**src/rtl/pe_sched_pkg.sv**
```systemverilog
// Shared definitions for the priority-encoder request scheduler.
//   state_t   : scheduler FSM states (IDLE, ISSUE, DONE)
//   N_REQ     : request vector width (fixed at 16 for this tile)
//   IDX_W     : grant index width
//   NONE_CODE : index value presented when no grant is valid
package pe_sched_pkg;

  localparam int unsigned N_REQ = 16;
  localparam int unsigned IDX_W = 8;
  localparam logic [IDX_W-1:0] NONE_CODE = 8'hF0;

  typedef enum logic [1:0] {
    IDLE  = 2'd0,
    ISSUE = 2'd1,
    DONE  = 2'd2
  } state_t;

endpackage

```
**src/rtl/pe_prio_enc16.sv**
```systemverilog
// Combinational 16-to-8 highest-index priority encoder.
//   req    [15:0] : input vector, bit 15 has the highest priority
//   idx    [7:0]  : index of the highest set bit, NONE_CODE when req is zero
//   onehot [15:0] : one-hot of the selected bit, zero when req is zero
module pe_prio_enc16
  import pe_sched_pkg::*;
(
  input  logic [N_REQ-1:0] req,
  output logic [IDX_W-1:0] idx,
  output logic [N_REQ-1:0] onehot
);

  // Ascending scan: the last set bit visited is the highest, so it wins.
  always_comb begin
    idx    = NONE_CODE;
    onehot = '0;
    for (int unsigned i = 0; i < N_REQ; i++) begin
      if (req[i]) begin
        idx    = IDX_W'(i);
        onehot = N_REQ'(1) << i;
      end
    end
  end

endmodule

```
**src/rtl/pe_request_scheduler.sv**
```systemverilog
// Batch scheduler that drains a captured request vector through the shared
// priority encoder, one grant per accepted handshake, highest index first.
//   clk, rst_n      : clock, synchronous active-low reset
//   load_i, req_i   : capture request vector {A,B} (sampled in IDLE only)
//   abort_i         : terminate the current batch (honoured in ISSUE only)
//   grant_ready_i   : consumer accepts the presented grant
//   grant_valid_o   : a grant is presented
//   grant_idx_o     : grant index, NONE_CODE when no grant is valid
//   grant_onehot_o  : grant one-hot, zero when no grant is valid
//   pending_o       : requests not yet granted
//   grant_cnt_o     : grants accepted in the current batch (0..16)
//   busy_o          : high in ISSUE and DONE
//   done_o          : one-cycle pulse at batch end
module pe_request_scheduler
  import pe_sched_pkg::*;
(
  input  logic             clk,
  input  logic             rst_n,
  input  logic             load_i,
  input  logic [N_REQ-1:0] req_i,
  input  logic             abort_i,
  input  logic             grant_ready_i,
  output logic             grant_valid_o,
  output logic [IDX_W-1:0] grant_idx_o,
  output logic [N_REQ-1:0] grant_onehot_o,
  output logic [N_REQ-1:0] pending_o,
  output logic [4:0]       grant_cnt_o,
  output logic             busy_o,
  output logic             done_o
);

  state_t           state;
  logic [N_REQ-1:0] pending;
  logic [4:0]       grant_cnt;
  logic [IDX_W-1:0] enc_idx;
  logic [N_REQ-1:0] enc_onehot;
  logic             grant_valid;
  logic             handshake;
  logic [N_REQ-1:0] pending_cleared;

  pe_prio_enc16 u_enc (
    .req    (pending),
    .idx    (enc_idx),
    .onehot (enc_onehot)
  );

  always_comb begin
    grant_valid     = (state == ISSUE);
    handshake       = grant_valid & grant_ready_i;
    pending_cleared = pending & ~enc_onehot;
  end

  always_ff @(posedge clk) begin
    if (!rst_n) begin
      state     <= IDLE;
      pending   <= '0;
      grant_cnt <= '0;
    end else begin
      unique case (state)
        IDLE: begin
          if (load_i) begin
            pending   <= req_i;
            grant_cnt <= '0;
            state     <= (req_i != '0) ? ISSUE : DONE;
          end
        end
        ISSUE: begin
          // Abort wins over a simultaneous handshake: the grant is not counted.
          if (abort_i) begin
            pending <= '0;
            state   <= DONE;
          end else if (handshake) begin
            pending   <= pending_cleared;
            grant_cnt <= grant_cnt + 5'd1;
            if (pending_cleared == '0) state <= DONE;
          end
        end
        DONE: begin
          state <= IDLE;
        end
        default: begin
          state <= IDLE;
        end
      endcase
    end
  end

  always_comb begin
    grant_valid_o  = grant_valid;
    grant_idx_o    = grant_valid ? enc_idx : NONE_CODE;
    grant_onehot_o = grant_valid ? enc_onehot : '0;
    pending_o      = pending;
    grant_cnt_o    = grant_cnt;
    busy_o         = (state == ISSUE) || (state == DONE);
    done_o         = (state == DONE);
  end

endmodule

```
**config.mk**
```make
export PLATFORM = sky130hd
export DESIGN_NAME = pe_request_scheduler
export DESIGN_NICKNAME = d
export VERILOG_FILES = /design/src/rtl/pe_sched_pkg.sv /design/src/rtl/pe_prio_enc16.sv /design/src/rtl/pe_request_scheduler.sv
export SDC_FILE = /design/constraint.sdc
export NUM_CORES = 1
export LEC_CHECK = 0
export ABC_AREA = 1
export CAP_MARGIN = 10
export CELL_PAD_IN_SITES_DETAIL_PLACEMENT = 2
export CELL_PAD_IN_SITES_GLOBAL_PLACEMENT = 2
export CORE_ASPECT_RATIO = 0.5
export CORE_MARGIN = 5
export CORE_UTILIZATION = 23
export CTS_CLUSTER_SIZE = 8
export DETAILED_ROUTE_END_ITERATION = 6
export PLACE_DENSITY_LB_ADDON = 0.1
export SYNTH_ARGS = -nofsm -noshare
export SYNTH_HDL_FRONTEND = slang
export SYNTH_SLANG_ARGS = --single-unit
```
**constraint.sdc**
```tcl
create_clock -name clk -period 2.4 [get_ports clk]
set_clock_uncertainty 0.2 [all_clocks]
set_input_delay 0.24 -clock clk [delete_from_list [all_inputs] [get_ports clk]]
set_output_delay 0.24 -clock clk [all_outputs]
set_load 0.02 [all_outputs]
```
==> flow_summary.toml, run 1 <==
[outcome]
status = "finished, final reports clean"

[power]
p_seq_frac = 0.157
intPower_w = 0.00212
leakagePower_nw = 1.25
p_per_area_nw_per_um2 = 1610
switchingPower_w = 0.00246
peakVddDrop_v = 0.000500
power.share.clock = 0.085
pwr-share-comb = 0.758
p_sw_frac = 0.538

[synth]
ys_seq_area_frac = 0.253
yosysUniqueCellTypes = 34
ys_seq_elements = 23
syn_nets = 292
synth-edff-count = 0
yosysWarnings = 0
yosysTopAreaCellShare = 0.253
synth_ff_type = "dfxtp_1"
synth_most_common_cell = "nand2_1"
syn_area_per_cell_um2 = 6.80
yosys-top-cells-area = "dfxtp_1 (25%), a221oi_2 (11%), nand2_1 (9.9%), nor2_1 (7.0%), inv_1 (6.2%)"
synthArstFlopShare = 0
netlist_area_um2 = 1820
syn_inst = 267
synthTopCellsByCount = "nand2_1 (48), nor2_1 (34), inv_1 (30), dfxtp_1 (23), nand3_1 (20)"
netlist.top_cell.by_area = "dfxtp_1"

[clock_network]
cts_setup_buffers = 0
postCtsResizedCells = 20
cts_buffers = 3
clock-sinks = 23
clk_pin_slew_ns = 0.06
cts_tree = "done"
clk_latency_ns = 0.27
h-tree-depth = 1
clockBufferDepth = 2
ctsHoldBuffers = 0
cts-root-buf = "clkbuf_16"

[placement]
hpwl_um = 6360
place_inst = 455
io_buffers = 68
finalWeightedCongestion = 0.782

[setup_path]
cp_slowest_cell = "clkdlybuf4s50_1"
reg2regPathDepth = 12
cp.required_ns = 1.96
r2r-start = "state[1]"
path_cells = "nor2_2 -> nand2_4 -> buf_4 -> nor3_1 -> clkdlybuf4s50_1"
crit_type = "reg2out"
cp.buffers_inverters = 2
cp_top_family = "buffers and inverters"
reg2reg_to = "grant_cnt_o[4]"
critical_path.max_fanout = 7
max_stage_delay_ns = 0.63
cp.arrival_ns = 1.81
reg2reg_slack_ns = 0.19
start_kind = "flop"
critPathCaptureType = "output pin"

[grt]
antenna_found_initial = 0
grt_overflow_total = 0
grt_pass1_vias = 2362
grt_pass1_wl_um = 12400
track_usage = 0.160
grt_start_max_net_pins = 20

[cells_and_area]
n_antenna_cell = 0
drive_above_1_share = 0.197
nNetsFinal = 377
stdcell_count = 459
area_growth_syn_to_layout_pct = 56.2
utilization = 0.378
fillers = 901

[drt]
dr.first_iter.drc_count = 56
wl_um = 7730
via_per_inst = 4.61
vias = 2116
drt-pass1-iter-count = 4
wire_per_inst_um = 16.8
drc = 0
final_antenna_net_count = 0

[timing]
drv_slew = 0
max_freq_mhz = 444
hold_viol = 0
finalSetupTns_ns = 0
timing.final.crit_share = 0.938
slew_headroom = 0.760
setup_violations = 0
rsz0062_at_grt = "true"
worst_pin_slew_ns = 0.357
hold_ws_ns = 0.304
period_minus_slack_ns = 2.25

[hold_path]
min_from = "state[1]"
min_delay_path_depth = 2
hold_class = "reg2reg"
hold_end = "state[1]"

[job]
maxCapViolCount = 0

[floorplanning]
die_area_um2 = 9880
core-area_um2 = 7510
rows = 22
io_pins = 69
start_util = 0.242
die_height_um = 72.8
die-width_um = 136
[metal layers]
layer / part of all wire / track usage
met1: 0.49 / 0.208
met2: 0.47 / 0.281
met3: 0.040 / 0.0365
met4: 0.0036 / 0.0168
met5: 0 / 0
[metrics by stage]
stage | area [µm²] | power [W] | worst slack, ns
2_1_floorplan | 1820 | 0.00280 | 0.0319
3_5_place_dp | 2760 | 0.00426 | 0.0116
6_report | 2840 | 0.00458 | 0.148
4_1_cts | 2820 | 0.00462 | 0.00126
5_1_grt | 2840 | 0.00497 | -0.0163
3_3_place_gp | 2760 | 0.00419 | 0.0935
[flip-flops by register name (all words and copies together), names as in the netlist]
name,cells
grant_cnt_o,5
pending_o,16
state,2
[worst register-to-register path, stage by stage, from the launching register on]
cell and delay (ns):
dfxtp_1 0.33, inv_1 0.09, ha_2 0.23, buf_4 0.21
nor2_1 0.09, nor2_1 0.16, nand2_1 0.12, inv_1 0.15
nand2_1 0.07, nor2_1 0.15, nand2_1 0.09, nand2_1 0.06
nor3b_1 0.17
[power by group through the flow]
stage / sequential [W] / clock, W / combinational, W
2_1_floorplan: 0.000926 / 0 / 0.00187
3_3_place_gp: 0.000706 / 0 / 0.00348
3_5_place_dp: 0.000720 / 0 / 0.00354
4_1_cts: 0.000713 / 0.000403 / 0.00350
5_1_grt: 0.000746 / 0.000418 / 0.00381
6_report: 0.000718 / 0.000389 / 0.00347
[cell families (layout without fill, tap and decap cells)]
group / Yosys count / in the layout / synth area share
XOR/XNOR: 1 / 1 / 0.00482
flip-flops: 23 / 23 / 0.253
AO/OA/AOI/OAI: 53 / 53 / 0.237
adder cells (fa/ha/maj): 4 / 4 / 0.0275
AND/OR/NAND/NOR: 137 / 137 / 0.357
buffers and inverters: 49 / 133 / 0.121
[cells in the final DEF (no fill, tap or decap), types with 6 or more instances in the layout]
cell type,netlist,layout
nand2_1,48,48
clkdlybuf4s50_1,0,46
nor2_1,34,33
inv_1,30,30
buf_4,5,24
dfxtp_1,23,22
nand3_1,20,20
a21oi_1,19,19
dlygate4sd2_1,0,16
a221oi_2,13,13
nor3_1,11,11
o21ai_0,7,7
nor4_1,6,6
[how the worst max path moves through the flow]
stage / start / end / slack [ns] / depth (start not counted)
after floorplan: state[1] / grant_onehot_o[9] / 0.03 / 7
after global placement: pending_o[7] / grant_idx_o[1] / 0.09 / 7
after detailed placement: pending_o[7] / grant_idx_o[1] / 0.01 / 7
after CTS: state[1] / grant_onehot_o[8] / 0.001 / 6
after global routing: state[1] / grant_cnt_o[4] / -0.02 / 12
final: pending_o[12] / grant_onehot_o[11] / 0.15 / 5
[cell type report]
cell class              count  area [µm²]  area share
multi-input cells         195        1160       0.409
repair buffers             93         861       0.303
flip-flops and latches     23         462       0.163
inverters                  36         140      0.0494
well taps                 108         135      0.0476
clock buffers               4        78.8      0.0278
(Power assumes the default switching activity.)
==> run 2, diff against run 1 <==
ABC_AREA = 0   (was 1)
CORE_UTILIZATION = 22   (was 23)
==> flow_summary.toml, run 2 <==
[outcome]
status = "finished, final reports clean"

[synth]
netlist_area_um2 = 1610
netlist.top_cell.by_area = "dfxtp_1"
syn_inst = 214
synth_ff_type = "dfxtp_1"
synthArstFlopShare = 0
yosys-top-cells-area = "dfxtp_1 (29%), o21ai_0 (7.2%), a22oi_1 (7.0%), nor2b_1 (5.8%), nor2_1 (5.4%)"
synth-edff-count = 0
ys_seq_elements = 23
ys_seq_area_frac = 0.287
yosysWarnings = 0
syn_area_per_cell_um2 = 7.50
syn_nets = 239
synthTopCellsByCount = "dfxtp_1 (23), nor2_1 (23), o21ai_0 (23), a22oi_1 (15), nor2b_1 (15)"
yosysTopAreaCellShare = 0.287
yosysUniqueCellTypes = 37

[drt]
via_per_inst = 4.85
vias = 1969
wl_um = 7450
final_antenna_net_count = 0
dr.first_iter.drc_count = 51
drc = 0
wire_per_inst_um = 18.4
drt-pass1-iter-count = 4

[setup_path]
path_cells = "nor4_4 -> buf_4 -> nand2_4 -> or3_4 -> o31ai_4 -> buf_4"
reg2reg_slack_ns = 0.08
reg2regPathDepth = 8
cp.arrival_ns = 1.93
crit_type = "reg2out"
max_stage_delay_ns = 0.38
critPathCaptureType = "output pin"
r2r-start = "pending_o[15]"
cp_slowest_cell = "or3_4"
reg2reg_to = "state[0]"
cp.required_ns = 1.96
cp-startpoint = "pending_o[15]"
endpoint = "grant_idx_o[6]"
crit_path_frequent_cell = "buf_4"
critical_path.max_fanout = 4
start_kind = "flop"

[cells_and_area]
multi_input_area_um2 = 1100
seq_area_um2 = 468
drive_above_1_share = 0.242
largest_reg_flops = 16
nNetsFinal = 336
final_common_cell = "clkdlybuf4s50_1"
final_cell_mix = "clkdlybuf4s50_1 (47), buf_4 (42), nor2_1 (22), o21ai_0 (21), dfxtp_1 (19)"
area_growth_syn_to_layout_pct = 72.3
fillers = 832
n_antenna_cell = 0
design_area_um2 = 2770

[floorplanning]
core-area_um2 = 7210
die-width_um = 131
die_height_um = 70.4
start_util = 0.223
die_area_um2 = 9210
rows = 22
io_pins = 69

[clock_network]
cts_buffers = 3
clk_latency_ns = 0.26
clock-sinks = 23
h-tree-depth = 1
cts-root-buf = "clkbuf_16"
cts_tree = "done"
clk_pin_slew_ns = 0.06
clockBufferDepth = 2

[placement]
place_ws_ns = -0.123
io_buffers = 68
finalWeightedCongestion = 0.792
hpwl_um = 5800
place_area_um2 = 2670

[grt]
met1_usage = 0.217
top_usage_layer = "met2"
track_usage = 0.165
use_met3 = 0.0336
antenna_found_initial = 0
met2_usage = 0.284
grt_overflow_total = 0
grt_start_max_net_pins = 20
grt_pass1_vias = 2165
grt_pass1_wl_um = 12000

[power]
p_total_w = 0.00390
p_per_area_nw_per_um2 = 1410
leakagePower_nw = 1.15
peakVddDrop_v = 0.000549

[timing]
drv_slew = 0
worst_pin_slew_ns = 0.383
hold_viol = 0
slew_headroom = 0.742
finalSetupTns_ns = 0
rsz0062_at_grt = "true"
setup_ws_ns = 0.0312
setup_violations = 0
max_freq_mhz = 422
period_minus_slack_ns = 2.37
timing.final.crit_share = 0.987

[hold_path]
hold_class = "reg2reg"
min_from = "state[0]"

[job]
maxCapViolCount = 0
==> run 2: cell count changes after synthesis, moves of 5 or more <==
| cell | before | now |
|---|---|---|
| a21oi_1 | 19 | 11 |
| nor2_1 | 34 | 23 |
| a221oi_2 | 13 | 0 |
| o21ai_0 | 7 | 23 |
| inv_2 | 5 | 0 |
| nand2_2 | 5 | 0 |
| nand2_1 | 48 | 9 |
| nor2b_1 | 0 | 15 |
| and3_1 | 0 | 8 |
| inv_1 | 30 | 11 |
| nand3_1 | 20 | 4 |
| clkbuf_1 | 5 | 10 |
| and2_1 | 0 | 5 |
| a22oi_1 | 0 | 15 |
==> run 2: repair_timing <==
item                                    in CTS  in global routing
gates resized for setup                     58                 21
endpoints found under the setup margin      21                 15
pin swaps                                    1                  2
setup buffers                                1                  0
hold buffers                                 0                  0
==> run 2: how the worst min path moves through the flow <==
stage / endpoint / slack (ns) / depth (start not counted)
floorplan: state[0] / 0.20 / 2
global placement: state[0] / 0.28 / 2
detailed placement: state[0] / 0.28 / 2
CTS: state[0] / 0.30 / 2
global route: state[0] / 0.33 / 2
finish: state[0] / 0.29 / 2
==> run 2: cell type report <==
type	instances	share of cell area
multi-input cells	165	0.397
repair buffers	107	0.347
flip-flops and latches	23	0.169
well taps	96	0.0434
clock buffers	4	0.0285
inverters	11	0.0149
==> run 2: per-layer routing <==
layer,share of wire,vias to the layer above
li1,-,952
met1,0.48,975
met2,0.47,40
met3,0.045,2
met4,0.0035,0
met5,0,-
==> run 2: report_power, final <==
group	internal, W	total, W	switching, W
clock	0.000227	0.000381	0.000153
sequential	0.000497	0.000607	0.000110
combinational	0.00129	0.00292	0.00163
==> run 2: worst max-delay path: cells and delay by family (launching register included) <==
family / cells / cell delay [ns]
AO/OA/AOI/OAI: 1 / 0.26
buffers and inverters: 2 / 0.39
flip-flops: 1 / 0.33
AND/OR/NAND/NOR: 3 / 0.69
==> run 2: through the flow <==
step                utilization  hold WS [ns]  cells
floorplan                     -         0.204    214
global placement          0.370         0.275    401
detailed placement        0.370         0.285    401
CTS                       0.381         0.299    406
global route              0.384         0.328    406
finish                    0.384         0.293    406
==> run 2: cells by family after synthesis <==
kind of cell               Yosys count  synth area share
and+or+nand+nor                     93             0.338
AOI/OAI and AO/OA                   62             0.238
buffers and inverters               26            0.0694
DFF                                 23             0.287
adders and majority gates            5            0.0382
xor gates and xnor gates             3            0.0164
muxes                                2            0.0125
==> run 3, diff against run 2 <==
CORE_MARGIN = 3   (was 5)
==> flow_summary.toml, run 3 (synthesis gave the netlist of run 2 again) <==
[clock_network]
cts_tree = "done"
cts-root-buf = "clkbuf_16"
clk_latency_ns = 0.27
h-tree-depth = 1
clock-sinks = 23
cts_buffers = 3
ctsHoldBuffers = 0
clk_pin_slew_ns = 0.06
clockBufferDepth = 2

[power]
p_seq_frac = 0.150
power.share.clock = 0.097
p_per_area_nw_per_um2 = 1450
leakagePower_nw = 1.15
switchingPower_w = 0.00200
peakVddDrop_v = 0.000336
p_sw_frac = 0.496
intPower_w = 0.00203
pwr-share-comb = 0.754

[drt]
drc = 0
drt-pass1-iter-count = 4
final_antenna_net_count = 0
wl_um = 7780
dr.first_iter.drc_count = 54
via_per_inst = 5.02
wire_per_inst_um = 19.4
vias = 2012

[placement]
finalWeightedCongestion = 0.806
io_buffers = 68
place_area_um2 = 2620
hpwl_um = 5800
place_inst = 393

[floorplanning]
die_area_um2 = 8420
io_pins = 69
rows = 21
core-area_um2 = 6880
die-width_um = 127
die_height_um = 66.4
start_util = 0.233

[cells_and_area]
final_common_cell = "clkdlybuf4s50_1"
n_antenna_cell = 0
drive_above_1_share = 0.269
utilization = 0.403
final_cell_mix = "clkdlybuf4s50_1 (45), buf_4 (42), o21ai_0 (22), dfxtp_1 (20), nor2_1 (19)"
nNetsFinal = 335
design_area_um2 = 2780
fillers = 825
largest_reg_flops = 16
stdcell_count = 401
area_growth_syn_to_layout_pct = 73.0

[setup_path]
critPathCaptureType = "output pin"
cp.arrival_ns = 2.04
crit_type = "reg2out"
cp.required_ns = 1.96
critical_path.max_fanout = 3
start_kind = "flop"

[grt]
use_met3 = 0.0500
antenna_found_initial = 0
track_usage = 0.189
grt_start_max_net_pins = 20
grt_overflow_total = 0
met2_usage = 0.329
grt_pass1_vias = 2202
grt_pass1_wl_um = 12300
met1_usage = 0.243
top_usage_layer = "met2"

[outcome]
violations = "setup timing"
status = "complete, but fails checks"

[timing]
period_minus_slack_ns = 2.48
worst_pin_slew_ns = 0.493
setup_violations = 7
slew_headroom = 0.668
timing.final.crit_share = 1.03
setup_ws_ns = -0.0830
max_freq_mhz = 403
hold_viol = 0
finalSetupTns_ns = -0.441
rsz0062_at_grt = "true"
drv_slew = 0

[job]
maxCapViolCount = 0

[hold_path]
hold_class = "reg2reg"
-- run 3: routing by layer --
metal	vias to the layer above	wire (µm)
li1	953	-
met1	1008	3570
met2	49	3780
met3	2	402
met4	0	23
met5	-	0
-- run 3: stage by stage --
step | total power (W) | setup WS [ns] | hold slack [ns]
2_1_floorplan | 0.00211 | 0.0604 | 0.204
3_3_place_gp | 0.00328 | -0.107 | 0.273
3_5_place_dp | 0.00337 | -0.217 | 0.293
4_1_cts | 0.00382 | -0.0853 | 0.302
5_1_grt | 0.00434 | -0.175 | 0.339
6_report | 0.00402 | -0.0830 | 0.296
-- run 3: area by class of cell --
class | count | area, µm² | area share
well taps | 92 | 115 | 0.0414
flip-flops and latches | 23 | 467 | 0.168
clock buffers | 4 | 78.8 | 0.0284
repair buffers | 106 | 922 | 0.332
inverters | 11 | 41.3 | 0.0149
multi-input cells | 165 | 1150 | 0.415
-- run 3: worst max-delay path: stages, from the launching register on --
cell,delay (ns)
dfxtp_2,0.34
nor4_4,0.27
buf_4,0.18
nand2_4,0.06
or3_4,0.37
buf_4,0.15
nor2_2,0.09
and3_1,0.20
buf_6,0.13
-- run 3: repair_timing --
action / 4_1_cts / 5_1_grt
resized for setup: 64 / 45
setup buffers: 2 / 2
pin swaps: 2 / 4
endpoints found under the setup margin: 38 / 31
-- run 3: worst paths after layout --
check                start                end  slack, ns  cells after the start
max          pending_o[15]  grant_onehot_o[0]      -0.08                      8
min               state[0]           state[0]       0.30                      2
max reg2reg  pending_o[15]           state[0]      -0.06                      9
min reg2reg       state[0]           state[0]       0.30                      2
-- run 3: power by group through the flow --
stage	Combinational (W)	Sequential, W	Clock [W]
floorplan	0.00135	0.000752	0
global placement	0.00268	0.000595	0
detailed placement	0.00277	0.000605	0
CTS	0.00282	0.000600	0.000397
global route	0.00332	0.000614	0.000409
finish	0.00303	0.000601	0.000388
